**src/rtl/conv_channel_injector_pkg.sv**
```systemverilog
// Shared types, LFSR constants and helpers for the coded-symbol channel model.
// Imported by the LFSR sub-block and by the injector top.
package conv_chan_pkg;

    typedef enum logic [1:0] {
        CH_CLEAN    = 2'd0,
        CH_PERIODIC = 2'd1,
        CH_BURST    = 2'd2,
        CH_RANDOM   = 2'd3
    } chan_mode_t;

    typedef enum logic {
        B_IDLE  = 1'b0,
        B_BURST = 1'b1
    } burst_st_t;

    // Fibonacci taps 16,14,13,11 expressed as state bit positions 15,13,12,10
    localparam logic [15:0] LFSR_TAPS         = 16'hB400;
    localparam logic [15:0] LFSR_DEFAULT_SEED = 16'hACE1;

    function automatic logic [3:0] popcount(input logic [7:0] v);
        logic [3:0] c;
        c = '0;
        for (int i = 0; i < 8; i++) begin
            c = c + {3'b000, v[i]};
        end
        return c;
    endfunction

endpackage

```
**src/rtl/conv_channel_injector_if.sv**
```systemverilog
// Symbol stream between encoder, channel model and decoder.
// The injector is the slave: it consumes in_* and produces out_*.
interface conv_chan_if #(
    parameter int SYM_W = 2
);
    logic             in_valid;
    logic [SYM_W-1:0] in_sym;
    logic             out_valid;
    logic [SYM_W-1:0] out_sym;
    logic [SYM_W-1:0] out_err_mask;

    modport master (
        output in_valid,
        output in_sym,
        input  out_valid,
        input  out_sym,
        input  out_err_mask
    );

    modport slave (
        input  in_valid,
        input  in_sym,
        output out_valid,
        output out_sym,
        output out_err_mask
    );
endinterface

```
**src/rtl/conv_channel_injector_lfsr.sv**
```systemverilog
// 16-bit Fibonacci LFSR, left-shifting with feedback into bit 0.
// An all-zero seed would lock up, so it is replaced by the default seed.
module chan_lfsr16
    import conv_chan_pkg::*;
#(
    parameter logic [15:0] SEED = LFSR_DEFAULT_SEED
) (
    input  logic        clk,
    input  logic        rst,
    input  logic        i_en,
    output logic [15:0] o_state
);

    localparam logic [15:0] SEED_EFF = (SEED == 16'h0000) ? LFSR_DEFAULT_SEED : SEED;

    logic [15:0] r_state;
    logic        w_fb;

    assign w_fb    = ^(r_state & LFSR_TAPS);
    assign o_state = r_state;

    always_ff @(posedge clk) begin
        if (rst) begin
            r_state <= SEED_EFF;
        end else if (i_en) begin
            r_state <= {r_state[14:0], w_fb};
        end
    end

endmodule

```
**src/rtl/conv_channel_injector.sv**
```systemverilog
// Channel model between convolutional encoder and Viterbi decoder: forwards each
// symbol with one cycle of latency, XOR-injecting errors under a selectable mode.
module conv_channel_injector
    import conv_chan_pkg::*;
#(
    parameter int          SYM_W       = 2,
    parameter int          PERIOD_LOG2 = 3,
    parameter int          BURST_LEN   = 4,
    parameter int          WINDOW      = 256,
    parameter logic [15:0] LFSR_SEED   = 16'hACE1,
    parameter int          CNT_W       = 32
) (
    input  logic             clk,
    input  logic             rst,
    input  logic [1:0]       mode_i,
    input  logic [7:0]       thresh_i,
    conv_chan_if.slave       ch,
    output logic [CNT_W-1:0] inj_count_o,
    output logic [CNT_W-1:0] bad_bit_count_o,
    output logic [CNT_W-1:0] sym_count_o,
    output logic             window_done_o
);

    localparam int                BCNT_W       = PERIOD_LOG2 + 1;
    localparam logic [CNT_W-1:0]  WIN_C        = CNT_W'(WINDOW);
    localparam logic [BCNT_W-1:0] BURST_RELOAD = BCNT_W'(BURST_LEN - 1);

    // ------------------------------------------------------------------
    // State
    // ------------------------------------------------------------------
    logic             r_valid;
    logic [SYM_W-1:0] r_sym;
    logic [SYM_W-1:0] r_mask;
    logic [CNT_W-1:0] r_inj;
    logic [CNT_W-1:0] r_bad;
    logic [CNT_W-1:0] r_cnt;
    logic             r_done;

    burst_st_t         r_bst;
    burst_st_t         w_bst_next;
    logic [BCNT_W-1:0] r_bcnt;
    logic [BCNT_W-1:0] w_bcnt_next;

    // ------------------------------------------------------------------
    // Combinational decode
    // ------------------------------------------------------------------
    logic [15:0]      w_lfsr;
    chan_mode_t       w_mode;
    logic             w_in_win;
    logic             w_trigger;
    logic [SYM_W-1:0] w_cand;
    logic [SYM_W-1:0] w_cand_fix;
    logic             w_inject;
    logic [SYM_W-1:0] w_mask;
    logic [3:0]       w_pop;
    logic [CNT_W:0]   w_bad_sum;
    logic [CNT_W-1:0] w_bad_next;
    logic [CNT_W-1:0] w_inj_next;
    logic [CNT_W-1:0] w_cnt_next;
    logic             w_unused_lfsr;

    chan_lfsr16 #(
        .SEED (LFSR_SEED)
    ) u_lfsr (
        .clk     (clk),
        .rst     (rst),
        .i_en    (ch.in_valid),
        .o_state (w_lfsr)
    );

    assign w_mode     = chan_mode_t'(mode_i);
    assign w_in_win   = (r_cnt < WIN_C);
    assign w_trigger  = &r_cnt[PERIOD_LOG2-1:0];
    assign w_cand     = w_lfsr[SYM_W-1:0];
    // An injection must always flip something, so an all-zero candidate becomes LSB-only
    assign w_cand_fix = (w_cand == '0) ? SYM_W'(1) : w_cand;
    assign w_mask     = w_inject ? w_cand_fix : '0;
    assign w_unused_lfsr = &{1'b0, w_lfsr[7:0]};

    // Burst FSM and injection decision; non-burst modes hold the FSM in IDLE
    always_comb begin
        w_bst_next  = r_bst;
        w_bcnt_next = r_bcnt;
        w_inject    = 1'b0;
        if (ch.in_valid) begin
            w_bst_next  = B_IDLE;
            w_bcnt_next = '0;
            case (w_mode)
                CH_PERIODIC: begin
                    w_inject = w_in_win && w_trigger;
                end
                CH_RANDOM: begin
                    w_inject = w_in_win && (w_lfsr[15:8] < thresh_i);
                end
                CH_BURST: begin
                    if (!w_in_win) begin
                        w_inject = 1'b0;
                    end else if (r_bst == B_BURST) begin
                        w_inject    = 1'b1;
                        w_bcnt_next = r_bcnt - BCNT_W'(1);
                        w_bst_next  = (r_bcnt == BCNT_W'(1)) ? B_IDLE : B_BURST;
                    end else if (w_trigger) begin
                        w_inject    = 1'b1;
                        w_bcnt_next = BURST_RELOAD;
                        w_bst_next  = (BURST_RELOAD != '0) ? B_BURST : B_IDLE;
                    end
                end
                default: begin
                    w_inject = 1'b0;
                end
            endcase
        end
    end

    always_ff @(posedge clk) begin
        if (rst) begin
            r_bst  <= B_IDLE;
            r_bcnt <= '0;
        end else begin
            r_bst  <= w_bst_next;
            r_bcnt <= w_bcnt_next;
        end
    end

    // ------------------------------------------------------------------
    // Saturating statistics
    // ------------------------------------------------------------------
    assign w_pop      = popcount(8'(w_mask));
    assign w_bad_sum  = {1'b0, r_bad} + {{(CNT_W-3){1'b0}}, w_pop};
    assign w_bad_next = w_bad_sum[CNT_W] ? {CNT_W{1'b1}} : w_bad_sum[CNT_W-1:0];
    assign w_inj_next = (&r_inj) ? r_inj : r_inj + CNT_W'(1);
    assign w_cnt_next = (&r_cnt) ? r_cnt : r_cnt + CNT_W'(1);

    always_ff @(posedge clk) begin
        if (rst) begin
            r_valid <= 1'b0;
            r_sym   <= '0;
            r_mask  <= '0;
            r_inj   <= '0;
            r_bad   <= '0;
            r_cnt   <= '0;
            r_done  <= 1'b0;
        end else if (ch.in_valid) begin
            r_valid <= 1'b1;
            r_sym   <= ch.in_sym ^ w_mask;
            r_mask  <= w_mask;
            r_cnt   <= w_cnt_next;
            r_done  <= r_done | (w_cnt_next >= WIN_C);
            if (w_inject) begin
                r_inj <= w_inj_next;
                r_bad <= w_bad_next;
            end
        end else begin
            r_valid <= 1'b0;
        end
    end

    assign ch.out_valid     = r_valid;
    assign ch.out_sym       = r_sym;
    assign ch.out_err_mask  = r_mask;
    assign inj_count_o      = r_inj;
    assign bad_bit_count_o  = r_bad;
    assign sym_count_o      = r_cnt;
    assign window_done_o    = r_done;

endmodule
```
**src/flat_wrapper.sv**
```systemverilog
// flat-port wrapper written by rule: the top's interface ports become plain ports
module conv_channel_injector_flat import conv_chan_pkg::*;
#(
    parameter int          SYM_W       = 2,
    parameter int          PERIOD_LOG2 = 3,
    parameter int          BURST_LEN   = 4,
    parameter int          WINDOW      = 256,
    parameter logic [15:0] LFSR_SEED   = 16'hACE1,
    parameter int          CNT_W       = 32
)
  (clk, rst, mode_i, thresh_i, inj_count_o, bad_bit_count_o, sym_count_o, window_done_o, ch_in_valid, ch_in_sym, ch_out_valid, ch_out_sym, ch_out_err_mask);
  conv_chan_if #(.SYM_W(SYM_W)) ch_i ();
  input  logic clk;
  input  logic rst;
  input  logic [1:0] mode_i;
  input  logic [7:0] thresh_i;
  output logic [CNT_W-1:0] inj_count_o;
  output logic [CNT_W-1:0] bad_bit_count_o;
  output logic [CNT_W-1:0] sym_count_o;
  output logic window_done_o;
  input wire logic [$bits(ch_i.in_valid)-1:0] ch_in_valid;
  input wire logic [$bits(ch_i.in_sym)-1:0] ch_in_sym;
  output wire logic [$bits(ch_i.out_valid)-1:0] ch_out_valid;
  output wire logic [$bits(ch_i.out_sym)-1:0] ch_out_sym;
  output wire logic [$bits(ch_i.out_err_mask)-1:0] ch_out_err_mask;
  assign ch_i.in_valid = ch_in_valid;
  assign ch_i.in_sym = ch_in_sym;
  assign ch_out_valid = ch_i.out_valid;
  assign ch_out_sym = ch_i.out_sym;
  assign ch_out_err_mask = ch_i.out_err_mask;
  conv_channel_injector #(.SYM_W(SYM_W), .PERIOD_LOG2(PERIOD_LOG2), .BURST_LEN(BURST_LEN), .WINDOW(WINDOW), .LFSR_SEED(LFSR_SEED), .CNT_W(CNT_W)) u_core (.clk(clk), .rst(rst), .mode_i(mode_i), .thresh_i(thresh_i), .ch(ch_i), .inj_count_o(inj_count_o), .bad_bit_count_o(bad_bit_count_o), .sym_count_o(sym_count_o), .window_done_o(window_done_o));
endmodule
```
**config.mk**
```make
export PLATFORM = sky130hd
export DESIGN_NAME = conv_channel_injector_flat
export DESIGN_NICKNAME = d
export VERILOG_FILES = /design/src/rtl/conv_channel_injector_pkg.sv /design/src/rtl/conv_channel_injector_if.sv /design/src/rtl/conv_channel_injector_lfsr.sv /design/src/rtl/conv_channel_injector.sv /design/src/flat_wrapper.sv
export SDC_FILE = /design/constraint.sdc
export NUM_CORES = 1
export LEC_CHECK = 0
export CAP_MARGIN = 20
export CORE_ASPECT_RATIO = 1.1
export CORE_MARGIN = 4
export CORE_UTILIZATION = 30
export DETAILED_ROUTE_END_ITERATION = 10
export GPL_ROUTABILITY_DRIVEN = 0
export PLACE_DENSITY = 0.5
export SLEW_MARGIN = 20
export SYNTH_ARGS = -nofsm -noshare
export SYNTH_HDL_FRONTEND = slang
export SYNTH_HIERARCHICAL = 1
export SYNTH_SLANG_ARGS = --single-unit
```
**constraint.sdc**
```tcl
create_clock -name clk -period 5.4 [get_ports clk]
set_input_delay 0.54 -clock clk [delete_from_list [all_inputs] [get_ports clk]]
set_output_delay 0.54 -clock clk [all_outputs]
set_load 0.1 [all_outputs]
```
---- Word level (Yosys, flattened, before mapping) ----
Index checks and enable logic that the tools add are counted.
storage, ports and cells
  output and inout bits ................... 102
  logic and storage cells ................. 52
  flip-flop bits (word level) ............. 123
  input port bits ......................... 15
cells by class
  add/subtract/negate cells ............... 5
  bitwise gates (word level) .............. 3
  reductions and logical operators ........ 9
  equality and inequality tests ........... 4
  mux-type cells .......................... 18
  magnitude comparators ................... 3
operator list
  kind                                                                                   count
  32-bit by 1-bit adder with 32-bit output (second input constant)                       2
  32-bit 2-to-1 mux                                                                      2
  32-bit AND reduction                                                                   2
  32-bit by 4-bit adder with 33-bit output                                               1
  32-bit by 9-bit greater-or-equal comparator with 1-bit output (second input constant)  1
  32-bit by 9-bit < comparator with 1-bit output (second input constant)                 1
  16-bit XOR reduction                                                                   1
  4-bit 2-to-1 mux                                                                       3
  1-bit 2-to-1 mux                                                                       9
  8-bit < comparator                                                                     1
  2-bit 2-to-1 mux                                                                       3
  3-bit AND reduction                                                                    2
  2-bit == test (second input constant)                                                  2
  4-bit by 1-bit == test with 1-bit output (second input constant)                       1
  4-bit by 1-bit subtractor with 4-bit output (second input constant)                    1
  1-bit case mux with 3 select lines                                                     1
  1-bit by 1-bit adder with 2-bit output                                                 1
  2-bit by 1-bit == test with 1-bit output (second input constant)                       1
  1-bit logical AND                                                                      2
  2-bit zero test                                                                        1
  2-bit AND reduction                                                                    1
  2-bit XOR                                                                              1
  1-bit NOT                                                                              1
  1-bit bitwise OR                                                                       1

---- Logic depth before layout (Yosys ltp) ----
Gate-level depths: netlist of run 1.
  depth in word-level cells ............... 10
  depth in mapped cells ................... 20
  mapped depth without buffers ............ 18

---- Modules after synthesis ----
Netlist of run 1, hierarchy kept.
by module, submodules not included
  module                 seq. area each (um2)  cells each  times used  area each (um2)
  conv_channel_injector  2142.1                742         1           5870.6
  chan_lfsr16            320.3                 55          1           619.3

---- Worst setup path before layout of run 1 ----
Ideal clock, no wire load.
  path type ............................... reg-to-reg
  start ................................... reg u_core.r_cnt[0] (netlist: u_core/sym_count_o[0])
  end ..................................... reg u_core.r_bad[17] (netlist: u_core/bad_bit_count_o[17])
  clock period less this slack ............ 4.276 ns
  stages on the path, launching flop included .. 18
  library setup time ...................... 0.075 ns
  path buffers ............................ 2
  data arrival time ....................... 4.202 ns
  data required time ...................... 5.325 ns
  slack ................................... 1.124 ns
  cell sequence ........................... dfxtp_1 ha_1 ha_1 a22o_1 o21a_1 buf_2 o21ai_0 fa_1 inv_1 ha_1 and3_1 nand3_1 inv_1 o211ai_2 or2_4 or4_4 buf_6 o21ai_0
between the ends
  cells in the longest elaborated chain, start to end .. 10
  elaborated cells on any way between the ends .. 14
  classes of those cells .................. add/sub: 2; order compare: 1; mux: 7; reduce/logical: 4
ends and longest elaborated chain
  what                                                                                    line                             RTL
  start, declared                                                                         conv_channel_injector.sv:36      logic [CNT_W-1:0] r_cnt;
  start signal, assigned                                                                  conv_channel_injector.sv:147     r_cnt <= w_cnt_next;
  branches (longest 4 deep; another with 32-bit by 9-bit < comparator with 1-bit output)  --
  1-bit case mux with 3 select lines (*)                                                  conv_channel_injector.sv:88      case (w_mode)
  1-bit 2-to-1 mux (*)                                                                    conv_channel_injector.sv:85      if (ch.in_valid) begin
  2-bit 2-to-1 mux                                                                        conv_channel_injector.sv:77      assign w_mask = w_inject ? w_cand_fix : '0;
  1-bit by 1-bit adder with 2-bit output                                                  conv_channel_injector_pkg.sv:25  c = c + {3'b000, v[i]};
  32-bit by 4-bit adder with 33-bit output                                                conv_channel_injector.sv:129     assign w_bad_sum = {1'b0, r_bad} + {{(CNT_W-3){1'b0}}, w_pop};
  32-bit 2-to-1 mux                                                                       conv_channel_injector.sv:130     assign w_bad_next = w_bad_sum[CNT_W] ? {CNT_W{1'b1}} : w_bad_sum[CNT_W-1:0];
  end signal, assigned                                                                    conv_channel_injector.sv:151     r_bad <= w_bad_next;
  end, declared                                                                           conv_channel_injector.sv:35      logic [CNT_W-1:0] r_bad;
Mark *: on every way between the ends.
A chain may end at the register's enable or synchronous reset.

---- Worst setup path after layout of run 1 ----
  start ................................... in thresh_i[6]
  end ..................................... reg u_core.r_bad[27] (netlist: u_core/bad_bit_count_o[27])
between the ends
  cells in the longest elaborated chain, start to end .. 8
  elaborated cells on any way between the ends .. 9
  classes of those cells .................. add/sub: 2; order compare: 1; mux: 4; reduce/logical: 2
ends and longest elaborated chain
  what                                      line                             RTL
  start, declared                           flat_wrapper.sv:16               input logic [7:0] thresh_i;
  8-bit < comparator (*)                    conv_channel_injector.sv:93      w_inject = w_in_win && (w_lfsr[15:8] < thresh_i);
  1-bit logical AND (*)                     conv_channel_injector.sv:93
  1-bit case mux with 3 select lines (*)    conv_channel_injector.sv:88
  1-bit 2-to-1 mux (*)                      conv_channel_injector.sv:85
  2-bit 2-to-1 mux                          conv_channel_injector.sv:77
  1-bit by 1-bit adder with 2-bit output    conv_channel_injector_pkg.sv:25
  32-bit by 4-bit adder with 33-bit output  conv_channel_injector.sv:129
  32-bit 2-to-1 mux                         conv_channel_injector.sv:130
Mark *: on every way between the ends. The rest lies on a longest branch, timed or not.

==> results.cfg, run 1 <==
[synth]
netlist_area_um2 = 6490
synth_cell_types = 60
ys.warnings.count = 6
synth_edf_count = 0
synth_flop_cell = dfxtp_1
syn_nets = 826
syn_inst = 797
syn_area_per_cell_um2 = 8.14
ys_ff_latch = 123
async_flop_share_pct = 0
ys_seq_area_share_pct = 37.9

[hold_path]
hold_path.class = flip-flop to flip-flop
min_path_cells = 1

[routing]
drc_errors = 0
drt-initial-drc-count = 330
dr.pass1.iters = 5
routed_wl_um = 18400
ant_nets = 0
via_per_inst = 4.92
vias = 5895
avgRoutedWirePerCell_um = 15.4

[floorplanning]
core_area_um2 = 21300
num_io_pins = 117
initial_utilization_pct = 30.5
die-area_um2 = 24100
rows = 56
die_x_um = 148
die_h_um = 162

[final_layout]
area_growth_pct = 30.0
drive_above_1_share_pct = 6.39
fillers = 2260
post-route-util_pct = 39.6
final_cells = 1197
final_nets = 923
num_antenna_cells = 0

[global_route]
grt_overflow = 0
antenna_found_initial = 0
busiest_layer = met2
grt_pass1_wl_um = 29700
met3_usage_pct = 3.21
grt_util_all_layers_pct = 15.3
grt_start_max_net_pins = 79
grt_pass1_vias = 5672
grt.met2_usage_pct = 25.2
grtUsageMet1_pct = 20.0

[clocking]
tritoncts = yes
htreeDepth = 4
worstSkewPairLatency_ns = 0.42
clkSinkCount = 123
ctsRootBufferMaster = clkbuf_16
cts_buffers = 17
post_cts_buffers = 0
cts_buffer_depth = 2
cts-resized-gates = 0
cts_hold_buffers = 0
clk_pin_slew_ns = 0.06

[place]
io_buffers = 116
hpwl_um = 13100
dp_cells = 1165

[timing]
skew_ns = 0.0126
finalSetupViolCount = 0
fmax_ghz = 0.223
finalCriticalPeriod_ns = 4.49
fin_crit_sh_pct = 83.1
max-slew-margin-rel_pct = 30.4
grt_setup_unrepaired = no
setup_tns_ns = 0
hold_viol_final = 0
worstMarginPinSlew_ns = 1.04
drv_slew = 0

[critical_path]
crit_end = u_core/bad_bit_count_o[27]
slowest_delay_ns = 0.71
end_kind = flip-flop
arrival_ns = 4.82
worstSetupStartpointType = input port
r2r_slack_ns = 1.18
path_depth = 20
r2r_cells = 18
criticalPathCategory = input port to flip-flop
cpLargestDelayFamily = simple AND/OR/NAND/NOR gates
cpMaxStageDelayCell = or4_1
crit_start = thresh_i[6]
path_cells = clkdlybuf4s50_1, inv_1, ha_1, and3_1, a211oi_1, o21ai_0, a31oi_1, buf_4, o21a_1, o21ai_0, fa_1, inv_1, ha_1, and3_1, nand3_1, inv_1, o211ai_2, or4_1, and4_1, nor3_1
crit_fanout = 9
crit_path_frequent_cell = inv_1
reg2reg_from = u_core/u_lfsr/o_state[13]
crit_required_ns = 5.74
r2r_end = u_core/bad_bit_count_o[27]
crit_buf_inv = 5

[power_and_ir_drop]
intPower_mw = 1.65
ir_drop_mv = 0.196
power_density_nw_per_um2 = 262
switching_power_mw = 0.558
p_seq_share_pct = 42.3
clockPowerShare_pct = 51.9
leakagePower_nw = 2.98
combPwrFrac_pct = 5.9
swShare_pct = 25.2

[run]
drv_cap = 0

[status]
status = finished clean
==> area by class of cell <==
| class | count | area, um^2 | area share, % |
|---|---|---|---|
| Sequential cell | 123 | 2460 | 29.2 |
| Clock inverter | 15 | 164 | 1.94 |
| Multi-Input combinational cell | 600 | 3700 | 43.9 |
| Inverter | 29 | 109 | 1.29 |
| Clock buffer | 17 | 425 | 5.04 |
| Tap cell | 290 | 363 | 4.30 |
| Timing Repair Buffer | 123 | 1210 | 14.4 |
==> kinds of logic after synthesis <==
group                    Yosys count  synth area share, %
multiplexers                      20                 3.08
XOR/XNOR                          88                 12.1
AND/OR/NAND/NOR                  371                 29.0
adder cells (fa/ha/maj)           14                 2.81
flip-flops                       123                 37.9
buffers and inverters             74                 5.03
AO/OA/AOI/OAI                    107                 10.0
==> cell usage in the layout (no fill, tap or decap), types with 28 or more instances in the layout <==
cell	netlist	final
a21oi_1	29	29
nand2_1	60	60
nor2_1	105	105
nand3_1	56	56
nand4_1	39	39
xnor2_1	28	28
dfxtp_1	123	123
xor2_1	58	58
inv_1	29	29
clkdlybuf4s50_1	0	115
o21ai_0	34	34
==> synthesized netlist by cell type (3+ instances only) <==
library cell    n  area (um^2)
dfxtp_1       123         2460
nor2_1        105          394
nand2_1        60          225
xor2_1         58          508
nand3_1        56          280
nand4_1        39          244
o21ai_0        34          170
a21oi_1        29          145
inv_1          29          109
xnor2_1        28          245
clkbuf_1       27          101
nor3_1         25          125
and3_1         22          138
mux2i_1        20          200
nor4_1         16          100
ha_1           13          163
buf_2          12         60.1
and2_1         10         62.6
a31oi_1         9         56.3
or3_1           8         50.1
a211oi_1        7         52.6
and4_1          6         52.6
o21ai_1         5         25.0
or2_2           5         31.3
a22o_1          4         35.0
o21a_1          4         30.0
a311oi_1        3         26.3
==> how the worst min path moves through the flow <==
| stage | from | to | slack (ns) |
|---|---|---|---|
| after floorplan | u_core/r_bcnt[3] | u_core/r_bcnt[3] | 0.43 |
| after global placement | u_core/r_bcnt[3] | u_core/r_bcnt[3] | 0.46 |
| after detailed placement | u_core/r_bcnt[3] | u_core/r_bcnt[3] | 0.47 |
| after CTS | u_core/r_bcnt[3] | u_core/r_bcnt[3] | 0.47 |
| after global routing | u_core/ch.out_sym[0] | u_core/ch.out_sym[0] | 0.51 |
| final | u_core/r_bcnt[3] | u_core/r_bcnt[3] | 0.47 |
==> metrics by stage <==
| step | setup slack [ns] | hold WS (ns) | area, um^2 | power (mW) |
|---|---|---|---|---|
| final | 0.914 | 0.473 | 8440 | 2.21 |
| after global routing | 0.522 | 0.512 | 8440 | 2.30 |
| after CTS | 0.881 | 0.472 | 8440 | 2.24 |
| after detailed placement | 0.454 | 0.465 | 7850 | 1.09 |
| after global placement | 0.599 | 0.461 | 7850 | 1.09 |
| after floorplan | 1.12 | 0.430 | 6490 | 1.05 |
==> power by group through the flow <==
| stage | clock, mW | sequential, mW | combinational [mW] |
|---|---|---|---|
| floorplan | 0 | 0.984 | 0.0622 |
| global placement | 0 | 0.954 | 0.132 |
| detailed placement | 0 | 0.954 | 0.132 |
| CTS | 1.18 | 0.934 | 0.132 |
| global route | 1.22 | 0.936 | 0.143 |
| finish | 1.15 | 0.934 | 0.130 |
==> registers in the layout, summed over array words and instances (netlist names) <==
name,cells
u_core/sym_count_o,32
u_core/ch.out_sym,2
u_core/ch.out_err_mask,2
u_core/ch.out_valid,1
u_core/r_bst,1
u_core/window_done_o,1
u_core/bad_bit_count_o,32
u_core/r_bcnt,4
u_core/inj_count_o,32
u_core/u_lfsr/o_state,16
==> layer usage <==
| metal | wire, um | vias up | part of all wire, % |
|---|---|---|---|
| li1 | - | 2998 | - |
| met1 | 8620 | 2740 | 47 |
| met3 | 736 | 19 | 4.0 |
| met5 | 0 | - | 0 |
| met2 | 8800 | 138 | 48 |
| met4 | 244 | 0 | 1.3 |
(Power assumes the default switching activity.)
==> run 2: changes to the inputs <==
clock period = 4.2 ns   (was 5.4 ns; I/O delays follow)
==> results.cfg, run 2 (same netlist as run 1, synthesis figures left out) <==
[status]
status = finished clean

[routing]
ant_nets = 0
avgRoutedWirePerCell_um = 15.4
dr.pass1.iters = 5
vias = 6151
via_per_inst = 5.00
drt-initial-drc-count = 310
routed_wl_um = 19000
drc_errors = 0

[global_route]
grt_pass1_vias = 5976
grt_pass1_wl_um = 31000
grt_overflow = 0
grt_util_all_layers_pct = 15.9
antenna_found_initial = 1
grt_start_max_net_pins = 77

[power_and_ir_drop]
total_power_mw = 2.99
ir_drop_mv = 0.268
power_density_nw_per_um2 = 341
leakagePower_nw = 3.19

[clocking]
cts_buffer_depth = 2
cts_buffers = 17
clk_pin_slew_ns = 0.06
post_cts_buffers = 0
htreeDepth = 4
tritoncts = yes
clkSinkCount = 123
ctsRootBufferMaster = clkbuf_16
worstSkewPairLatency_ns = 0.43

[critical_path]
worstSetupStartpointType = input port
arrival_ns = 4.24
end_kind = flip-flop
criticalPathCategory = input port to flip-flop
crit_fanout = 8
crit_required_ns = 4.53

[floorplanning]
num_io_pins = 117
die_h_um = 162
rows = 56
initial_utilization_pct = 30.5
die_x_um = 148
die-area_um2 = 24100
core_area_um2 = 21300

[final_layout]
drive_above_1_share_pct = 10.9
num_antenna_cells = 0
area_growth_pct = 35.3
final_cell_mix = clkdlybuf4s50_1, dfxtp_1, nor2_1
final_common_cell = clkdlybuf4s50_1
final_nets = 957

[timing]
fmax_ghz = 0.256
skew_ns = 0.0243
drv_slew = 0
grt_setup_unrepaired = no
max-slew-margin-rel_pct = 30.9
finalCriticalPeriod_ns = 3.91
worstMarginPinSlew_ns = 1.03
finalSetupViolCount = 0
hold_viol_final = 0
timing.hold.ws_ns = 0.411
fin_crit_sh_pct = 93.1
setup_tns_ns = 0

[place]
hpwl_um = 13400
io_buffers = 116

[run]
drv_cap = 0

[hold_path]
hold_path.class = input port to flip-flop
run 2: layout make-up:
class | count | area [um^2]
fill | 2220 | 12500
timing repair buffer | 156 | 1470
clock buffer | 18 | 429
inverter | 29 | 109
tap | 290 | 363
multi-input combinational | 601 | 3720
clock inverter | 14 | 219
sequential | 123 | 2470
run 2: worst paths after layout:
check                                 start                          to  slack [ns]  cells past startpoint
setup / recovery                thresh_i[6]  u_core/bad_bit_count_o[15]        0.29                     20
hold / removal                  ch_in_valid   u_core/ch.out_err_mask[0]        0.41                      4
setup reg to reg  u_core/u_lfsr/o_state[13]  u_core/bad_bit_count_o[15]        0.42                     18
hold reg to reg            u_core/r_bcnt[3]            u_core/r_bcnt[3]        0.47                      1
run 2: where the power goes:
group          internal, mW  switching, mW  total [mW]
logic                0.0604          0.112       0.173
registers              1.18         0.0180        1.20
clock network          1.06          0.564        1.62
run 2: what timing repair did:
action	in CTS	in global routing
hold endpoints to repair	0	0
hold buffers	0	0
resized for setup	0	4
setup endpoints to repair	0	27
run 2: stage by stage:
| step | setup WS [ns] | util, % | cells | instance area, um^2 |
|---|---|---|---|---|
| finish | 0.290 | 41.2 | 1231 | 8780 |
| global route | 0.00525 | 41.2 | 1231 | 8780 |
| CTS | 0.105 | 41.1 | 1230 | 8760 |
| detailed placement | -0.344 | 38.1 | 1198 | 8110 |
| global placement | -0.218 | 38.1 | 1198 | 8110 |
| floorplan | 0.00360 | - | 797 | 6500 |
run 2: layer usage:
metal / global-route usage (%) / up-vias / wire (um)
met3: 4.69 / 23 / 986
met2: 26.2 / 159 / 8990
met5: 0 / - / 12
met4: 5.33 / 2 / 321
met1: 20.1 / 2892 / 8680
li1: - / 3075 / -
run 2: worst max-delay path, stage by stage:
cell and delay (ns):
clkdlybuf4s50_1 0.45, inv_1 0.04, ha_1 0.30, and3_1 0.21, a211oi_2 0.20, o21ai_0 0.10
a31oi_1 0.16, buf_4 0.15, o21a_1 0.15, o21ai_1 0.11, fa_1 0.39, inv_1 0.08
ha_1 0.15, and3_1 0.18, nand3_1 0.08, inv_1 0.09, o211ai_2 0.10, or2_4 0.28
or4_4 0.50, o21ai_0 0.12
==> run 3: changes to the inputs <==
HOLD_SLACK_MARGIN = 0.1   (was default)
==> results of run 3 <==
No change in the layout: final DEF, timing and power equal those of run 2.
